===== src/rtl/hrm_mem_arbiter.sv =====
// Shares the single-port HRM data RAM between the CPU datapath and the host/debug port.
// CPU has priority unless halted; the host is guaranteed a slot after HOST_MAX_WAIT lost arbitrations.
module hrm_mem_arbiter #(
   parameter int AW            = 8,
   parameter int DW            = 8,
   parameter int HOST_MAX_WAIT = 8
) (
   input  logic          clk,
   input  logic          i_rst,
   input  logic          cpu_req,
   input  logic          cpu_we,
   input  logic [AW-1:0] cpu_addr,
   input  logic [DW-1:0] cpu_wdata,
   output logic [DW-1:0] cpu_rdata,
   output logic          cpu_ack,
   output logic          cpu_stall,
   input  logic          cpu_halted,
   input  logic          host_req,
   input  logic          host_we,
   input  logic [AW-1:0] host_addr,
   input  logic [DW-1:0] host_wdata,
   output logic [DW-1:0] host_rdata,
   output logic          host_ack,
   output logic          mem_en,
   output logic          mem_we,
   output logic [AW-1:0] mem_addr,
   output logic [DW-1:0] mem_wdata,
   input  logic [DW-1:0] mem_rdata,
   output logic          grant_host
);

   localparam int WCW = $clog2(HOST_MAX_WAIT + 1);
   localparam logic [WCW-1:0] WAIT_MAX = WCW'(HOST_MAX_WAIT);

   typedef enum logic [2:0] {
      IDLE      = 3'd0,
      ACC_CPU   = 3'd1,
      ACC_HOST  = 3'd2,
      DONE_CPU  = 3'd3,
      DONE_HOST = 3'd4
   } state_t;

   state_t         r_state;
   state_t         w_next;
   logic           w_sel_cpu;
   logic           w_sel_host;
   logic           r_mem_en;
   logic           r_mem_we;
   logic [AW-1:0]  r_mem_addr;
   logic [DW-1:0]  r_mem_wdata;
   logic           r_cpu_ack;
   logic           r_host_ack;
   logic [WCW-1:0] r_wait_cnt;

   // Arbitration in IDLE and next-state selection
   always_comb begin
      w_next     = r_state;
      w_sel_cpu  = 1'b0;
      w_sel_host = 1'b0;
      case (r_state)
         IDLE: begin
            if (cpu_halted) begin
               if (host_req) begin
                  w_sel_host = 1'b1;
               end else if (cpu_req) begin
                  w_sel_cpu = 1'b1;
               end else begin
                  w_sel_cpu = 1'b0;
               end
            end else if (host_req && (r_wait_cnt == WAIT_MAX)) begin
               w_sel_host = 1'b1;
            end else if (cpu_req) begin
               w_sel_cpu = 1'b1;
            end else if (host_req) begin
               w_sel_host = 1'b1;
            end else begin
               w_sel_cpu = 1'b0;
            end
            if (w_sel_cpu) begin
               w_next = ACC_CPU;
            end else if (w_sel_host) begin
               w_next = ACC_HOST;
            end else begin
               w_next = IDLE;
            end
         end
         ACC_CPU:   w_next = DONE_CPU;
         ACC_HOST:  w_next = DONE_HOST;
         DONE_CPU:  w_next = IDLE;
         DONE_HOST: w_next = IDLE;
         default:   w_next = IDLE;
      endcase
   end

   // State, registered RAM port and ack pulses
   always_ff @(posedge clk or posedge i_rst) begin
      if (i_rst) begin
         r_state     <= IDLE;
         r_mem_en    <= 1'b0;
         r_mem_we    <= 1'b0;
         r_mem_addr  <= {AW{1'b0}};
         r_mem_wdata <= {DW{1'b0}};
         r_cpu_ack   <= 1'b0;
         r_host_ack  <= 1'b0;
      end else begin
         r_state    <= w_next;
         r_cpu_ack  <= (r_state == ACC_CPU);
         r_host_ack <= (r_state == ACC_HOST);
         if (w_sel_cpu) begin
            r_mem_en    <= 1'b1;
            r_mem_we    <= cpu_we;
            r_mem_addr  <= cpu_addr;
            r_mem_wdata <= cpu_wdata;
         end else if (w_sel_host) begin
            r_mem_en    <= 1'b1;
            r_mem_we    <= host_we;
            r_mem_addr  <= host_addr;
            r_mem_wdata <= host_wdata;
         end else begin
            // address/data hold so the RAM sees a stable bus after the access
            r_mem_en <= 1'b0;
            r_mem_we <= 1'b0;
         end
      end
   end

   // Host starvation counter: counts CPU wins while the host is waiting
   always_ff @(posedge clk or posedge i_rst) begin
      if (i_rst) begin
         r_wait_cnt <= {WCW{1'b0}};
      end else if (r_state == IDLE) begin
         if (!host_req || w_sel_host) begin
            r_wait_cnt <= {WCW{1'b0}};
         end else if (w_sel_cpu && (r_wait_cnt != WAIT_MAX)) begin
            r_wait_cnt <= r_wait_cnt + WCW'(1);
         end else begin
            r_wait_cnt <= r_wait_cnt;
         end
      end else begin
         r_wait_cnt <= r_wait_cnt;
      end
   end

   assign mem_en     = r_mem_en;
   assign mem_we     = r_mem_we;
   assign mem_addr   = r_mem_addr;
   assign mem_wdata  = r_mem_wdata;
   assign cpu_ack    = r_cpu_ack;
   assign host_ack   = r_host_ack;
   assign cpu_rdata  = r_cpu_ack ? mem_rdata : {DW{1'b0}};
   assign host_rdata = r_host_ack ? mem_rdata : {DW{1'b0}};
   assign cpu_stall  = cpu_req & ~r_cpu_ack;
   assign grant_host = (r_state == ACC_HOST) || (r_state == DONE_HOST);

endmodule

===== config.mk =====
export PLATFORM = sky130hd
export DESIGN_NAME = hrm_mem_arbiter
export DESIGN_NICKNAME = d
export VERILOG_FILES = /design/src/rtl/hrm_mem_arbiter.sv
export SDC_FILE = /design/constraint.sdc
export NUM_CORES = 1
export LEC_CHECK = 0
export ABC_AREA = 1
export CORE_UTILIZATION = 43
export DETAILED_ROUTE_END_ITERATION = 10
export GPL_TIMING_DRIVEN = 0
export PLACE_DENSITY = 0.86
export SYNTH_ARGS = -nofsm -noshare
export SYNTH_HDL_FRONTEND = slang
export SYNTH_SLANG_ARGS = --single-unit

===== constraint.sdc =====
create_clock -name clk -period 2.45 [get_ports clk]
set_input_delay 0.245 -clock clk [delete_from_list [all_inputs] [get_ports clk]]
set_output_delay 0.245 -clock clk [all_outputs]
set_load 0.02 [all_outputs]

---- After elaboration in Yosys (flattened, before gate mapping) ----
Cells that the tools add are included.
storage, ports and cells
  output and inout port bits .............. 38
  register bits ........................... 27
operators by class
  $add $sub $neg .......................... 1
  eq/ne operators ......................... 5
  bitwise operators ....................... 2
  reduce and logical (&&, ||, !) cells .... 9
  muxes and demuxes ....................... 27
operators with widths
  operator               count
  $mux W8                6
  $mux W1                16
  $pmux W3 S3            1
  $mux W4                2
  $add A4 B1 Y4 const B  1
  $eq A4 B4 Y1 const B   1
  $mux W2                2
  $ne A4 B4 Y1 const B   1
  $reduce_bool A2 Y1     2
  $eq A3 B1 Y1 const B   1
  $eq A3 B2 Y1 const B   1
  $eq A3 B3 Y1 const B   1
  $logic_not A3 Y1       1
  $logic_and A1 B1 Y1    2
  $logic_or A1 B1 Y1     2
  $reduce_and A2 Y1      1
  $and A1 B1 Y1          1
  $logic_not A1 Y1       1
  $not A1 Y1             1

---- Logic depth before layout (Yosys ltp) ----
Gate-level depths: netlist (run 1).
  word-level depth ........................ 9
  depth in mapped cells ................... 11
  mapped depth without buffers ............ 10

---- Worst setup path before layout (run 1) ----
OpenSTA, ideal clock, no wires.
  kind .................................... reg2reg
  from .................................... register r_wait_cnt[0]
  to ...................................... register r_mem_addr[2], in the netlist mem_addr[2]
  clock period less this slack ............ 1431 ps
  arrival ................................. 1319 ps
  stages on the path, launching flop included .. 12
  buffers on the path ..................... 1
  slack ................................... 1019 ps
  cell sequence ........................... dfrtp_1 > inv_1 > ha_1 > nand3_1 > nand2_4 > nand2_2 > nand2_8 > inv_4 > buf_6 > nand2_1 > nand2_1 > inv_1
between the ends
  cells in the longest elaborated chain, start to end .. 7
  elaborated cells on any way between the ends .. 12
  classes of those cells .................. 1 x eq/ne; 9 x mux; 2 x reduce/logical
RTL lines
  element                                        RTL line  text
  start: declaration                             53        logic [WCW-1:0] r_wait_cnt;
  start signal: assignment                       130       r_wait_cnt <= {WCW{1'b0}};
  start signal: assignment                       133       r_wait_cnt <= {WCW{1'b0}};
  start signal: assignment                       135       r_wait_cnt <= r_wait_cnt + WCW'(1);
  $eq A4 B4 Y1 (*)                               70        end else if (host_req && (r_wait_cnt == WAIT_MAX)) begin
  $logic_and A1 B1 Y1 (*)                        70
  $mux W1                                        70
  $mux W1                                        62        if (cpu_halted) begin
  $mux W1 (2 in a row)                           60        case (r_state)
  $mux W8 or $reduce_bool A2 Y1 (tied branches)  --
  end signal: assignment                         101       r_mem_addr <= {AW{1'b0}};
  end signal: assignment                         112       r_mem_addr <= cpu_addr;
  end signal: assignment                         117       r_mem_addr <= host_addr;
  end: declaration                               49        logic [AW-1:0] r_mem_addr;
Every way passes the cells marked *; elsewhere a longest branch is shown, timed or not. The select of a mux whose other input is x is not followed.
A chain may end at the register's enable or synchronous reset.

---- Worst setup path after layout (run 1) ----
  from .................................... register r_cpu_ack, in the netlist cpu_ack
  to ...................................... output cpu_rdata[1]
between the ends
  cells in the longest elaborated chain, start to end .. 1
RTL lines
  element                   RTL line  text
  start: declaration        51        logic r_cpu_ack;
  start signal: assignment  107       r_cpu_ack <= (r_state == ACC_CPU);
  $mux W8                   150       assign cpu_rdata = r_cpu_ack ? mem_rdata : {DW{1'b0}};
  end: declaration          14        output logic [DW-1:0] cpu_rdata,
No other way between the ends.

==> flow_metrics.py, run 1 <==
metrics = {
    "power_and_ir_drop": {
        "power_density_mw_per_mm2": 1090,
        "clkPwrFrac_pct": 8.9,
        "switchingPower_mw": 1.25,
        "p_int_mw": 1.57,
        "p_total_mw": 2.81,
        "switching_share_pct": 44.2,
        "pwr-share-seq_pct": 27.5,
        "p_leak_nw": 1.41,
        "ir_drop_mv": 0.591,
        "p_comb_share_pct": 63.6,
    },
    "sta": {
        "final-setup-viol-count": 0,
        "fin_skew_ns": 0.00184,
        "tightest_slew_ns": 1.03,
        "fin_crit_sh_pct": 77.3,
        "fin_crit_ns": 1.89,
        "rsz0062_at_grt": "no",
        "slew_headroom_pct": 31.5,
        "hold_viol_final": 0,
        "timing.hold.ws_ns": 0.499,
        "drv_slew": 0,
        "worst_slack_ns": 0.557,
        "tns_ns": 0,
        "max_freq_mhz": 528,
    },
    "clocking": {
        "cts_tree": "yes",
        "cts-root-buf": "clkbuf_8",
        "cts.repair.resized": 0,
        "clk-insertion-delay-late_ns": 0.27,
        "path_clk_slew_ns": 0.09,
        "cts_buffer_depth": 2,
        "htreeDepth": 1,
        "cts_buffers": 3,
        "post_cts_buffers": 0,
        "clock-sinks": 27,
        "cts_hold_buf": 0,
    },
    "worst_hold_path": {
        "hp-start": "r_state[2]",
        "hold_path_class": "flop to flop",
        "min_path_cells": 1,
    },
    "final_layout": {
        "fill_cells": 315,
        "area_growth_syn_to_layout_pct": 58.1,
        "drive_gt1_share_pct": 8.89,
        "nNetsFinal": 365,
        "final_util_pct": 70.4,
        "final_area_sq_mm": 0.00258,
        "num_antenna_cells": 0,
        "fin_cells": 363,
    },
    "drt": {
        "wl_mm": 3.71,
        "drt_iter0_drc": 41,
        "avgRoutedWirePerCell_um": 10.2,
        "drt-vias-per-instance": 4.45,
        "drcViolationCount": 0,
        "ant_nets": 0,
        "first_pass_iters": 4,
        "vias": 1615,
    },
    "synth": {
        "synth_edf_count": 0,
        "async_flop_share_pct": 100,
        "ys_seq_area_share_pct": 41.4,
        "synth_flop_cell": "dfrtp_1",
        "syn_area_sq_mm": 0.00163,
        "avgSynthCellArea_sq_um": 7.19,
        "ys_ff_latch": 27,
        "netlist_instances": 227,
        "synth_nets": 276,
        "ys_types": 23,
        "ys_warn_count": 0,
    },
    "place": {
        "place_hpwl_mm": 2.92,
        "place_inst": 359,
        "port_buffers": 84,
        "pre_cts_ws_ns": 0.642,
        "dpl_cell_area_sq_mm": 0.00253,
        "place_congestion": 0.785,
    },
    "floorplanning": {
        "coreArea_sq_mm": 0.00366,
        "io_pins": 85,
        "start_util_pct": 44.6,
        "design.die.area_sq_mm": 0.00404,
        "die_h_um": 63.6,
        "row_count": 22,
        "dieWidth_um": 63.6,
    },
    "critical_path": {
        "regToRegSetupSlack_ns": 0.77,
        "rr_endpoint": "mem_addr[3]",
        "critPathRequiredTime_ns": 2.20,
        "critPathMaxFanout": 9,
        "start_kind": "flop",
        "worst-r2r-cell-count": 11,
        "crit_type": "flop to output pin",
        "endpoint_kind": "output pin",
        "r2r_start": "r_wait_cnt[0]",
        "arrival_ns": 1.65,
        "startpoint": "cpu_ack",
        "crit_end": "cpu_rdata[1]",
    },
    "status": {
        "outcome": "finished, final reports clean",
    },
    "global_route": {
        "grt_util_all_layers_pct": 20.4,
        "grt_max_degree": 28,
        "grt_pass1_vias": 1563,
        "grt_antenna_before_repair": 0,
        "grt_pass1_wl_mm": 6.59,
        "overflow": 0,
    },
    "flow_run": {
        "cap_violations": 0,
    },
}
## worst min path at each step
stage	endpoint	slack, ns
6_report	host_ack	0.50
5_1_grt	mem_we	0.52
4_1_cts	mem_we	0.50
3_5_place_dp	host_ack	0.48
3_3_place_gp	host_ack	0.48
2_1_floorplan	cpu_ack	0.30
## synthesized netlist by cell type (2+ instances only)
| cell type | instances | area, sq um |
|---|---|---|
| buf_6 | 5 | 56.3 |
| clkbuf_1 | 2 | 7.51 |
| dfrtp_1 | 27 | 676 |
| ha_1 | 2 | 25.0 |
| inv_1 | 56 | 210 |
| nand2_1 | 67 | 251 |
| nand2_2 | 7 | 43.8 |
| nand2_4 | 3 | 33.8 |
| nand3_1 | 35 | 175 |
| nand4_1 | 2 | 12.5 |
| nor2_1 | 7 | 26.3 |
| nor2_2 | 2 | 12.5 |
| o21ai_0 | 2 | 10.0 |
## sequential cells by signal, summed over array words and instances, names as in the netlist
register    flops
mem_we          1
r_state         3
mem_addr        8
mem_en          1
mem_wdata       8
host_ack        1
cpu_ack         1
r_wait_cnt      4
## cells in the final DEF, fill, tap and decap left out
master	synthesis	layout
xor2_1	1	1
clkbuf_1	2	2
clkdlybuf4s50_1	0	84
nand2_2	7	7
ha_1	2	2
clkinv_2	1	2
nor2_2	2	2
inv_2	1	1
inv_1	56	56
nand2_8	1	1
nor2_8	1	1
xnor2_1	1	1
a21oi_2	1	1
nand2_4	3	3
buf_2	1	1
clkbuf_8	0	3
nand3_1	35	35
nand2_1	67	67
inv_4	1	1
nor2_1	7	7
a21oi_1	1	1
o21ai_0	2	2
buf_6	5	5
dfrtp_1	27	27
nand4_1	2	2
## power groups by stage
stage / sequential (mW) / combinational (mW) / clock (mW)
floorplan: 0.982 / 0.878 / 0
global placement: 0.777 / 1.76 / 0
detailed placement: 0.786 / 1.80 / 0
CTS: 0.776 / 1.81 / 0.260
global route: 0.797 / 1.99 / 0.278
finish: 0.773 / 1.79 / 0.250
## metal layers
metal	track usage [%]	up-vias	part of all wire, %
met5	0	-	0
met2	37.2	62	50
met4	5.11	0	0.65
li1	-	838	-
met3	5.25	2	9.1
met1	23.4	713	40
## worst max-delay path: stages, from the launching register on
cell	delay (ns)
dfrtp_1	0.35
clkbuf_1	0.29
nand2_1	0.09
inv_1	0.06
clkdlybuf4s50_1	0.60
## cells by family after synthesis
group / synth area share, %
AOI/OAI and AO/OA: 1.46
xor gates and xnor gates: 1.07
adders and majority gates: 1.53
buffers and inverters: 18.0
DFF: 41.4
and+or+nand+nor: 36.5
## cell type report
type                       instances  area (sq um)  share of cell area [%]
sequential                        27           676                    26.2
buffer                             8          68.8                    2.67
timing repair buffer              84           841                    32.6
tap                               48          60.1                    2.33
clock inverter                     1          5.00                   0.194
inverter                          59           225                    8.73
clock buffer                       3          41.3                    1.60
multi-input combinational        133           662                    25.7
No activity file was read; power rests on OpenSTA's default activity.
==> run 2: changes to the inputs <==
--- a/config.mk
+++ b/config.mk
@@ -6,10 +6,10 @@
 export NUM_CORES = 1
 export LEC_CHECK = 0
 export ABC_AREA = 1
-export CORE_UTILIZATION = 43
+export CORE_UTILIZATION = 36
 export DETAILED_ROUTE_END_ITERATION = 10
 export GPL_TIMING_DRIVEN = 0
-export PLACE_DENSITY = 0.86
+export PLACE_DENSITY = 0.77
 export SYNTH_ARGS = -nofsm -noshare
 export SYNTH_HDL_FRONTEND = slang
 export SYNTH_SLANG_ARGS = --single-unit
==> constraint.sdc (replaced) <==
create_clock -name clk -period 1.7 [get_ports clk]
set_input_delay 0.17 -clock clk [delete_from_list [all_inputs] [get_ports clk]]
set_output_delay 0.17 -clock clk [all_outputs]
set_load 0.02 [all_outputs]
==> run 2 against run 1 <==
Compared with the run above:
- cell count rose by 1.7%
- via count rose by 0.43%
- sequential share of layout area fell by 0.42 points
- clock skew rose by 0.0057 ns
- count of clock-buffer cells in the layout did not move
- critical path type unchanged
- clock power rose by 44%
- critical path depth fell by 1
- combinational power rose by 40%
- final area rose by 2.0%
==> flow_metrics.py, run 2 (same netlist as run 1, synthesis figures left out) <==
metrics = {
    "drt": {
        "vias": 1622,
        "drt_iter0_drc": 30,
        "first_pass_iters": 4,
        "avgRoutedWirePerCell_um": 10.3,
        "ant_nets": 0,
        "drt-vias-per-instance": 4.40,
        "drcViolationCount": 0,
        "wl_mm": 3.79,
    },
    "worst_hold_path": {
        "hold_path_class": "input port to async pin",
    },
    "global_route": {
        "grt_antenna_before_repair": 0,
        "grt_max_degree": 28,
        "overflow": 0,
        "grt_util_all_layers_pct": 16.9,
        "grt_pass1_wl_mm": 6.56,
        "grt_pass1_vias": 1477,
    },
    "final_layout": {
        "num_antenna_cells": 0,
        "area_growth_syn_to_layout_pct": 61.2,
        "mostFrequentLayoutCells": "clkdlybuf4s50_1, nand2_1, inv_1",
        "final_common_cell": "clkdlybuf4s50_1",
        "fin_cells": 369,
        "nNetsFinal": 367,
        "drive_gt1_share_pct": 10.7,
    },
    "critical_path": {
        "crit_chain": "nand2_1, inv_1, clkdlybuf4s50_1",
        "slowest_delay_ns": 0.58,
        "worst-r2r-cell-count": 11,
        "r2r_start": "r_wait_cnt[1]",
        "crit_type": "flop to output pin",
        "regToRegSetupSlack_ns": 0.14,
        "start_kind": "flop",
        "critPathRequiredTime_ns": 1.53,
        "worst-path-buf-inv": 2,
        "crit_family": "buffers and inverters",
        "critPathMaxFanout": 10,
        "endpoint_kind": "output pin",
        "critPathSlowestCell": "clkdlybuf4s50_1",
        "arrival_ns": 1.44,
        "rr_endpoint": "mem_addr[6]",
    },
    "clocking": {
        "cts_tree": "yes",
        "cts_buffers": 3,
        "htreeDepth": 1,
        "clock-sinks": 27,
        "cts-root-buf": "clkbuf_8",
        "clk-insertion-delay-late_ns": 0.28,
        "cts_buffer_depth": 2,
        "cts_hold_buf": 0,
        "path_clk_slew_ns": 0.09,
    },
    "floorplanning": {
        "dieWidth_um": 69.3,
        "die_h_um": 69.3,
        "row_count": 24,
        "design.die.area_sq_mm": 0.00481,
        "start_util_pct": 37.5,
        "coreArea_sq_mm": 0.00435,
        "io_pins": 85,
    },
    "status": {
        "outcome": "finished, final reports clean",
    },
    "place": {
        "place_hpwl_mm": 2.91,
        "port_buffers": 84,
        "place_congestion": 0.806,
        "place_inst": 363,
    },
    "sta": {
        "drv_slew": 0,
        "rsz0062_at_grt": "no",
        "fin_crit_ns": 1.61,
        "hold_viol_final": 0,
        "max_freq_mhz": 620,
        "slew_headroom_pct": 32.2,
        "tightest_slew_ns": 1.02,
        "fin_skew_ns": 0.00752,
        "final-setup-viol-count": 0,
        "fin_crit_sh_pct": 94.9,
    },
    "power_and_ir_drop": {
        "ir_drop_mv": 0.749,
        "p_leak_nw": 1.54,
        "power_density_mw_per_mm2": 1530,
        "p_total_mw": 4.03,
    },
    "flow_run": {
        "cap_violations": 0,
    },
}
==> run 2: cell types whose count changed in the layout (fill, tap and decap cells not counted) <==
cell,change
clkdlybuf4s50_1,-8
dfrtp_2,+2
clkbuf_1,-2
dlygate4sd2_1,+1
buf_4,+4
dfrtp_1,-2
dlymetal6s2s_1,+7
nand2_2,-1
nand2_4,+1
==> run 2: worst max path at each step <==
stage	startpoint	to	slack [ns]	cells after the start
floorplan	r_wait_cnt[0]	mem_addr[2]	0.27	11
global placement	cpu_req	mem_addr[4]	-0.02	11
detailed placement	cpu_req	mem_wdata[0]	-0.03	11
CTS	cpu_ack	cpu_stall	0.01	2
global route	cpu_ack	cpu_rdata[2]	0.0009	3
finish	cpu_ack	cpu_rdata[0]	0.09	3
==> run 2: area by class of cell <==
type	count	area, sq um
multi-input combinational	133	667
tap	52	65.1
clock inverter	1	5.00
clock buffer	3	41.3
buffer	6	61.3
fill	400	1720
sequential	27	678
timing repair buffer	88	887
inverter	59	225
==> run 2: power by group <==
| group | internal [mW] | switching [mW] | leakage, nW |
|---|---|---|---|
| logic | 1.14 | 1.36 | 1.19 |
| clock network | 0.164 | 0.195 | 0.0255 |
| registers | 0.949 | 0.216 | 0.326 |
==> run 2: stage by stage <==
step	hold WS (ns)	setup TNS, ns	utilization, %	cell area (sq um)	setup slack (ns)
6_report	0.434	0	60.4	2630	0.0866
2_1_floorplan	0.223	0	-	1630	0.269
5_1_grt	0.464	0	60.4	2630	0.000895
4_1_cts	0.445	0	59.2	2580	0.0142
3_3_place_gp	0.482	-0.178	58.3	2540	-0.0228
3_5_place_dp	0.491	-0.219	58.3	2540	-0.0302
==> run 2: timing repair <==
item                       CTS  global route
setup endpoints to repair   18            16
gates resized for setup      3             8
gates cloned                 0             0
setup buffers                0             4
pin swaps                    0             1
==> run 2: worst register-to-register path, stage by stage (launching register included) <==
cell and delay, ns:
dfrtp_1 0.38, inv_1 0.07, ha_1 0.18, nand3_1 0.12
nand2_4 0.11, nand2_4 0.09, nand2_8 0.08, inv_4 0.11
buf_6 0.15, nand2_1 0.06, nand2_1 0.07, inv_1 0.03
==> run 2: per-layer routing <==
layer | global-route usage [%] | part of all wire [%] | up-vias
met4 | 4.76 | 1.2 | 0
met3 | 4.36 | 7.1 | 5
met5 | 0 | 0 | -
met1 | 21.0 | 43 | 713
met2 | 28.8 | 48 | 58
li1 | - | - | 846
==> run 3: changes to the inputs <==
--- a/config.mk
+++ b/config.mk
@@ -6,10 +6,10 @@
 export NUM_CORES = 1
 export LEC_CHECK = 0
 export ABC_AREA = 1
-export CORE_UTILIZATION = 36
+export CORE_UTILIZATION = 40
 export DETAILED_ROUTE_END_ITERATION = 10
 export GPL_TIMING_DRIVEN = 0
-export PLACE_DENSITY = 0.77
+export PLACE_DENSITY = 0.81
 export SYNTH_ARGS = -nofsm -noshare
 export SYNTH_HDL_FRONTEND = slang
 export SYNTH_SLANG_ARGS = --single-unit
==> constraint.sdc (replaced) <==
create_clock -name clk -period 1.5 [get_ports clk]
set_input_delay 0.15 -clock clk [delete_from_list [all_inputs] [get_ports clk]]
set_output_delay 0.15 -clock clk [all_outputs]
set_load 0.02 [all_outputs]
==> run 3 against run 2 <==
Compared with the run above:
- total power is 19% higher
- via count is 5.2% higher
- clock skew is 0.0062 ns lower
- die area is 9.7% lower
- combinational power is 24% higher
- final area is 3.0% higher
- count of clock-buffer cells in the layout stayed put
- worst hold slack worse by 0.025 ns
- utilization is 11 points higher
- sequential power is 9% higher
- clock power is 18% higher
- critical endpoint is now mem_wdata[7]
- largest cell class unchanged
- largest power group unchanged
==> flow_metrics.py, run 3 (same netlist as run 1, synthesis figures left out) <==
metrics = {
    "drt": {
        "avgRoutedWirePerCell_um": 11.3,
        "ant_nets": 0,
        "vias": 1706,
        "drt-vias-per-instance": 4.55,
        "wl_mm": 4.22,
        "drt_iter0_drc": 40,
        "drcViolationCount": 0,
        "first_pass_iters": 4,
    },
    "power_and_ir_drop": {
        "p_leak_nw": 1.53,
        "power_density_mw_per_mm2": 1770,
        "p_total_mw": 4.81,
        "ir_drop_mv": 0.799,
    },
    "clocking": {
        "cts_buffer_depth": 2,
        "clk-insertion-delay-late_ns": 0.27,
        "cts_buffers": 3,
        "path_clk_slew_ns": 0.09,
        "htreeDepth": 1,
        "cts_tree": "yes",
        "cts_hold_buf": 0,
        "clock-sinks": 27,
        "cts-root-buf": "clkbuf_8",
    },
    "floorplanning": {
        "row_count": 22,
        "design.die.area_sq_mm": 0.00434,
        "coreArea_sq_mm": 0.00380,
        "io_pins": 85,
        "die_h_um": 65.9,
        "start_util_pct": 43.0,
        "dieWidth_um": 65.9,
    },
    "critical_path": {
        "crit_family": "simple AND/OR/NAND/NOR gates",
        "cp_common_cell": "nand2_4",
        "worst-path-buf-inv": 3,
        "critPathSlowestCell": "dfrtp_1",
        "slowest_delay_ns": 0.41,
        "critPathMaxFanout": 7,
        "arrival_ns": 1.63,
        "crit_chain": "inv_2, ha_4, nand3_4, nand2_4, nand2_4, nand2_8, buf_4, nand3_1, nand2_1, inv_1",
        "crit_type": "flop to flop",
        "start_kind": "flop",
        "regToRegSetupSlack_ns": 0.05,
        "endpoint_kind": "flop",
        "critPathRequiredTime_ns": 1.68,
    },
    "sta": {
        "worst_slack_ns": 0.0460,
        "max_freq_mhz": 688,
        "fin_skew_ns": 0.00130,
        "timing.hold.ws_ns": 0.409,
        "tns_ns": 0,
        "drv_slew": 0,
        "fin_crit_sh_pct": 96.9,
        "slew_headroom_pct": 32.4,
        "rsz0062_at_grt": "yes",
        "final-setup-viol-count": 0,
        "tightest_slew_ns": 1.01,
        "fin_crit_ns": 1.45,
        "hold_viol_final": 0,
    },
    "final_layout": {
        "drive_gt1_share_pct": 15.0,
        "nNetsFinal": 377,
        "mostFrequentLayoutCells": "nand2_1, clkdlybuf4s50_1, inv_1",
        "num_antenna_cells": 0,
        "fill_cells": 315,
        "area_growth_syn_to_layout_pct": 66.1,
    },
    "global_route": {
        "grt_max_degree": 28,
        "grt_pass1_wl_mm": 6.78,
        "overflow": 0,
        "grt_pass1_vias": 1603,
        "grt_util_all_layers_pct": 20.3,
        "grt_antenna_before_repair": 0,
    },
    "place": {
        "port_buffers": 84,
        "place_hpwl_mm": 3.07,
        "pre_cts_ws_ns": -0.197,
        "place_congestion": 0.742,
    },
    "flow_run": {
        "cap_violations": 0,
    },
    "worst_hold_path": {
        "hold_path_class": "input port to flop",
    },
    "status": {
        "outcome": "finished, final reports clean",
    },
}
## run 3: cell types whose count changed in the layout (fill, tap and decap cells not counted), sizes merged, moves of 5 or more
cell / change
clkdlybuf4s50: -10
clkbuf: +5
dlygate4sd2: +8
buf: +7
dlymetal6s2s: -7
clkdlybuf4s15: +7
## run 3: what timing repair did
action	in CTS	in global routing
endpoints found under the setup margin	32	28
gates resized for setup	23	23
buffers inserted	3	9
endpoints found under the hold margin	0	0
gates cloned	0	0
pin swaps	2	6
## run 3: final cells by class
cell class / count / area (sq um) / area share, %
repair buffers: 96 / 910 / 33.6
multi-input cells: 133 / 699 / 25.8
flip-flops and latches: 27 / 676 / 24.9
inverters: 59 / 235 / 8.68
plain buffers: 8 / 81.3 / 3.00
well taps: 48 / 60.1 / 2.22
clock buffers: 3 / 41.3 / 1.52
clock inverters: 1 / 7.51 / 0.277
## run 3: final timing paths
check / to / from / cells past startpoint
min in group asynchronous: mem_addr[5] / i_rst / 2
max in group asynchronous: mem_wdata[4] / i_rst / 2
min: mem_we / cpu_we / 3
max reg2reg: mem_wdata[7] / r_wait_cnt[1] / 10
max: mem_wdata[7] / r_wait_cnt[1] / 10
min reg2reg: r_state[2] / r_state[2] / 1
## run 3: per-stage QoR
step	util, %	std cells	cell area, sq um
floorplan	-	227	1630
finish	71.3	375	2710
detailed placement	66.7	359	2530
global placement	66.7	359	2530
global route	71.3	375	2710
CTS	68.3	366	2590
## run 3: report_power, final
part	total, mW	internal [mW]	switching, mW
combinational	3.10	1.39	1.71
sequential	1.28	1.07	0.211
clock	0.426	0.189	0.237
total	4.81	2.65	2.16
## run 3: tightest hold or removal path: cells and delay by family
family | cells | cell delay (ns)
AND/OR/NAND/NOR | 2 | 0.10
buffers and inverters | 1 | 0.39
## run 3: routing by layer
metal | vias up | share of wire [%] | GRT usage, %
li1 | 862 | - | -
met1 | 768 | 38 | 21.5
met2 | 69 | 51 | 37.8
met3 | 7 | 9.4 | 5.17
met4 | 0 | 1.4 | 7.88
met5 | - | 0 | 0
